--- config.mk ---
export PLATFORM = sky130hd
export DESIGN_NAME = seq_restoring_divider
export DESIGN_NICKNAME = d
export VERILOG_FILES = /design/src/rtl/seq_restoring_divider_pkg.sv /design/src/rtl/seq_restoring_divider_sub_stage.sv /design/src/rtl/seq_restoring_divider.sv
export SDC_FILE = /design/constraint.sdc
export NUM_CORES = 1
export LEC_CHECK = 0
export BUFFER_PORTS_ARGS = -buffer_cell sky130_fd_sc_hd__buf_2
export CORE_MARGIN = 2
export CORE_UTILIZATION = 50
export DETAILED_ROUTE_END_ITERATION = 8
export MAX_ROUTING_LAYER = met4
export PLACE_DENSITY_LB_ADDON = 0.12
export SLEW_MARGIN = 10
export SYNTH_ARGS = -nofsm -noshare
export SYNTH_HDL_FRONTEND = slang
export SYNTH_SLANG_ARGS = --single-unit
--- constraint.sdc ---
create_clock -name clk -period 3.6 [get_ports clk]
set_input_delay 0.54 -clock clk [delete_from_list [all_inputs] [get_ports clk]]
set_output_delay 0.54 -clock clk [all_outputs]
set_load 0.05 [all_outputs]
--- src/rtl/seq_restoring_divider_pkg.sv ---
// seq_restoring_divider_pkg: shared state encoding, default width and counter sizing.
package seq_restoring_divider_pkg;
  typedef enum logic [1:0] {IDLE, CALC, DZERO} state_e;
  localparam int DEFAULT_WIDTH = 8;
  function automatic int cnt_w(input int width);
    return $clog2(width + 1);
  endfunction
endpackage

--- src/rtl/seq_restoring_divider_sub_stage.sv ---
// div_sub_stage: ripple chain of full subtractors forming the trial difference A' - M.
module div_sub_stage #(
  parameter int WIDTH = 8
) (
  input  logic [WIDTH:0]   a_i,
  input  logic [WIDTH-1:0] m_i,
  output logic [WIDTH-1:0] t_o,
  output logic             nonneg_o
);
  logic [WIDTH:0]   diff;
  logic [WIDTH+1:0] bw;
  logic [WIDTH:0]   b;
  assign b     = {1'b0, m_i};
  assign bw[0] = 1'b0;
  for (genvar i = 0; i <= WIDTH; i++) begin : g_fs
    assign diff[i]  = a_i[i] ^ b[i] ^ bw[i];
    assign bw[i+1]  = (~a_i[i] & b[i]) | (~(a_i[i] ^ b[i]) & bw[i]);
  end
  // A' < 2M always holds, so a clear top difference bit means the trial succeeded
  assign t_o      = diff[WIDTH-1:0];
  assign nonneg_o = ~diff[WIDTH];
endmodule

--- src/rtl/seq_restoring_divider.sv ---
// seq_restoring_divider: iterative unsigned restoring divider, one quotient bit per clock.
module seq_restoring_divider
  import seq_restoring_divider_pkg::*;
#(
  parameter int WIDTH = DEFAULT_WIDTH
) (
  input  logic             clk,
  input  logic             rst_n,
  input  logic             start,
  input  logic [WIDTH-1:0] dividend,
  input  logic [WIDTH-1:0] divisor,
  output logic             busy,
  output logic             done,
  output logic [WIDTH-1:0] quotient,
  output logic [WIDTH-1:0] remainder,
  output logic             div_by_zero
);
  localparam int CW = cnt_w(WIDTH);
  state_e           state_q, state_d;
  logic [WIDTH-1:0] a_q, a_d, q_q, q_d, m_q, m_d, quot_q, quot_d, rem_q, rem_d;
  logic [CW-1:0]    cnt_q, cnt_d;
  logic             done_q, done_d, dz_q, dz_d;
  logic [WIDTH:0]   a_sh;
  logic [WIDTH-1:0] t;
  logic             nonneg, last, accept;
  // remainder stays below M, so A needs no guard bit between iterations
  assign a_sh   = {a_q, q_q[WIDTH-1]};
  assign last   = cnt_q == CW'(1);
  assign accept = state_q == IDLE && start;
  div_sub_stage #(.WIDTH(WIDTH)) u_sub (
    .a_i      (a_sh),
    .m_i      (m_q),
    .t_o      (t),
    .nonneg_o (nonneg)
  );
  always_ff @(posedge clk or negedge rst_n) begin
    if (!rst_n) state_q <= IDLE;
    else        state_q <= state_d;
  end
  always_comb begin
    state_d = state_q == IDLE ? (start ? (|divisor ? CALC : DZERO) : IDLE) :
              state_q == CALC ? (last ? IDLE : CALC) : IDLE;
  end
  always_comb begin
    a_d    = a_q;
    q_d    = q_q;
    m_d    = m_q;
    cnt_d  = cnt_q;
    quot_d = quot_q;
    rem_d  = rem_q;
    dz_d   = dz_q;
    done_d = 1'b0;
    if (accept) begin
      a_d   = '0;
      q_d   = dividend;
      m_d   = divisor;
      cnt_d = CW'(WIDTH);
    end
    if (state_q == CALC) begin
      a_d   = nonneg ? t : a_sh[WIDTH-1:0];
      q_d   = {q_q[WIDTH-2:0], nonneg};
      cnt_d = cnt_q - CW'(1);
      if (last) begin
        quot_d = q_d;
        rem_d  = a_d;
        dz_d   = 1'b0;
        done_d = 1'b1;
      end
    end
    if (state_q == DZERO) begin
      quot_d = '1;
      rem_d  = q_q;
      dz_d   = 1'b1;
      done_d = 1'b1;
    end
  end
  always_ff @(posedge clk or negedge rst_n) begin
    if (!rst_n) begin
      a_q    <= '0;
      q_q    <= '0;
      m_q    <= '0;
      cnt_q  <= '0;
      quot_q <= '0;
      rem_q  <= '0;
      dz_q   <= 1'b0;
      done_q <= 1'b0;
    end else begin
      a_q    <= a_d;
      q_q    <= q_d;
      m_q    <= m_d;
      cnt_q  <= cnt_d;
      quot_q <= quot_d;
      rem_q  <= rem_d;
      dz_q   <= dz_d;
      done_q <= done_d;
    end
  end
  always_comb begin
    busy        = state_q != IDLE;
    done        = done_q;
    quotient    = quot_q;
    remainder   = rem_q;
    div_by_zero = dz_q;
  end
endmodule

==> results.ini <==
[cells_and_area]
multi_input_comb_area_um2=1100
syn2layout_area_growth_pct=17.3
n_fill_cell=402
layout.nets=280
diodes=0
final-seq-area_um2=1200
drive_gt1_frac=0.302

[power_and_ir_drop]
seqPwrFrac=0.338
ir_worst_vdd_uv=511
clockPowerShare=0.163
p_int_uw=1590
total_power_uw=2800
switching_share=0.430
p_leak_uw=0.00136
p_per_area_nw_per_um2=1000
p_sw_uw=1200
combPwrFrac=0.500

[floorplan]
core_area_um2=4660
dieWidth_um=72.9
dieArea_um2=5320
io_pins=38
fp.dieH_um=72.9
initial_core_util=0.510
fp-row-count=25

[logic_synthesis]
ys_ff_latch=48
avgSynthCellArea_um2=11.2
syn_inst=213
seq_area_frac_synth=0.506
synth_compound_area_frac=0.111
synth_cell_types=34
synthMuxAreaShare=0.103
synth-simple-area-share=0.120
syn_area_um2=2380
ys.warnings.count=0
synth_xor_xnor_area_share=0.0190
synth_top_family_by_area=simple AND/OR/NAND/NOR gates
synth_fa_ha_area_frac=0.0906
syn_nets=245

[detailed_routing]
postRouteAntennaNets=0
first_iter_violations=67
drcViolationCount=0
vias=1695
drtPass1Iterations=4
viasPerCell=5.61
wl_mm=4.88
drt-wirelength-per-cell_um=16.1

[setup_path]
arrival_ns=3.94
rr_endpoint=quotient[0]
path_common_cell=fa_2
worst_setup_path_end_kind=flip-flop
cpPeakStageDelay_ns=0.40
r2r_start=q_q[7]
cp_cell_sequence=inv_2, ha_1, inv_1, fa_2, fa_2, fa_2, fa_2, fa_2, inv_2, fa_2, fa_2, xor2_4, buf_12, or3b_1, o21a_1
r2r_slack_ns=-0.14
worstPathMaxFanout=10
rr_worst_depth=15
cp.buffers_inverters=4
slowest_stage=dfrtp_1
worstSetupStartpointType=flip-flop
path_delay_family=adder cells
worstPathRequired_ns=3.80
path_class=flip-flop to flip-flop

[timing]
setup_viol_count_final=17
period_needed_ns=3.74
hold_viol_final=0
finalCritPeriodShare=1.04
timing.hold.ws_ns=0.417
max_freq_mhz=268
slew-limit-headroom=0.302
worstMarginPinSlew_ns=1.05
setup_tns_ns=-1.35
slew_violations=0
setup_slack_ns=-0.138
rsz0062_at_grt=yes
finalClockSkew_ns=0.0106

[clock_network]
cts_tree=yes
clkTransAtPathRegs_ns=0.09
cts.path.max_buffers=2
htreeDepth=2
hold_buffers=0
cts_made_buffers=5
cts_root_buffer=clkbuf_8
clkSinkCount=48
insertion_delay_ns=0.30

[job]
cap_violations=0

[place]
routabilityCongestion=0.820
portBuffers=37
hpwl_mm=3.47

[grt]
groute.usage.overall=0.206
grt_max_degree=49
grt_remaining_overflow=0
grt_pass1_wl_mm=7.85
grt_pass1_vias=1631
grt_antenna_before_repair=0

[status]
status=complete, but fails checks
violations=negative setup slack

[min_path]
hp-class=input port to asynchronous set/reset pin

-- cells in the mapped netlist (all sizes together) --
cell,count,area [um2]
nor3b,1,7.51
nor2,2,7.51
and3,3,18.8
nand2,14,52.6
or4,2,15.0
or3b,1,8.76
dfrtp,48,1200
ha,6,75.1
nor3,2,10.0
o32ai,1,8.76
clkbuf,9,35.0
xnor2,1,8.76
a21o,1,7.51
mux2i,12,120
a22oi,1,7.51
o21ai,20,100
a211oi,1,7.51
nand3,22,110
inv,16,60.1
xor2,2,36.3
a21oi,1,5.00
nand4bb,1,11.3
mux2,11,124
o22a,2,17.5
buf,4,26.3
o211ai,6,45.0
or3,6,37.5
o21a,7,52.6
fa,7,140
a31oi,2,12.5
or2,1,6.26
-- placed cells by master (no fill, tap or decap), types with 3 or more instances in the layout --
cell type | Yosys | final
and3_1 | 3 | 3
buf_2 | 3 | 37
buf_4 | 0 | 3
clkbuf_8 | 0 | 5
dfrtp_1 | 48 | 48
fa_2 | 0 | 7
ha_1 | 6 | 6
inv_1 | 16 | 14
mux2_2 | 11 | 8
mux2_4 | 0 | 3
mux2i_1 | 12 | 12
nand2_1 | 14 | 14
nand3_1 | 22 | 22
o211ai_1 | 6 | 6
o21a_1 | 7 | 7
o21ai_0 | 20 | 10
o21ai_1 | 0 | 5
o21ai_2 | 0 | 5
or3_1 | 6 | 6
-- power by group through the flow --
stage	combinational (uW)	clock (uW)	sequential (uW)
floorplan	794	0	1180
global placement	1370	0	944
detailed placement	1400	0	953
CTS	1420	465	943
global route	1550	485	974
finish	1400	455	944
-- area by class of cell --
class                           instances  share of cell area
Tap cell                               54              0.0242
Multi-Input combinational cell        136               0.395
Sequential cell                        48               0.431
Timing Repair Buffer                   41              0.0817
Clock inverter                          2              0.0216
Inverter                               16              0.0216
Clock buffer                            5              0.0247
-- per-stage QoR --
stage	worst slack, ns	instance area [um2]	util	instances
floorplan	-0.131	2400	-	213
global placement	-0.117	2640	0.566	295
detailed placement	-0.177	2640	0.566	295
CTS	-0.178	2790	0.598	302
global route	-0.288	2790	0.598	302
finish	-0.138	2790	0.598	302
-- flip-flops by register name, indices dropped and copies added, names as in the netlist --
register / flops
a_q: 8
m_q: 8
q_q: 8
quotient: 8
remainder: 8
cnt_q: 4
state_q: 2
div_by_zero: 1
done: 1
-- worst max path at each step --
stage | startpoint | end | slack (ns) | cells past startpoint
2_1_floorplan | q_q[7] | quotient[0] | -0.13 | 14
6_report | q_q[7] | quotient[0] | -0.14 | 15
3_5_place_dp | q_q[7] | quotient[0] | -0.18 | 15
4_1_cts | q_q[7] | quotient[0] | -0.18 | 15
5_1_grt | q_q[7] | a_q[5] | -0.29 | 15
3_3_place_gp | q_q[7] | quotient[0] | -0.12 | 15
-- repair_timing --
item                       CTS  global route
gates resized for setup      5             1
hold endpoints to repair     0             0
pin swaps                    3             0
setup endpoints to repair   17            17
buffers inserted             0             0
-- layer usage --
metal	vias to the layer above	track usage	wire, um
li1	813	-	-
met1	835	0.259	2130
met2	36	0.323	2430
met3	11	0.0414	196
met4	0	0.0885	108
met5	-	-	0
-- cells by family (layout without fill, tap and decap cells) --
group / after synthesis / after routing
AOI/OAI and AO/OA: 42 / 42
buffers and inverters: 29 / 64
muxes: 23 / 23
and+or+nand+nor: 55 / 55
DFF: 48 / 48
adders and majority gates: 13 / 13
xor gates and xnor gates: 3 / 3
Note: power is estimated with default switching activity, not from simulation.
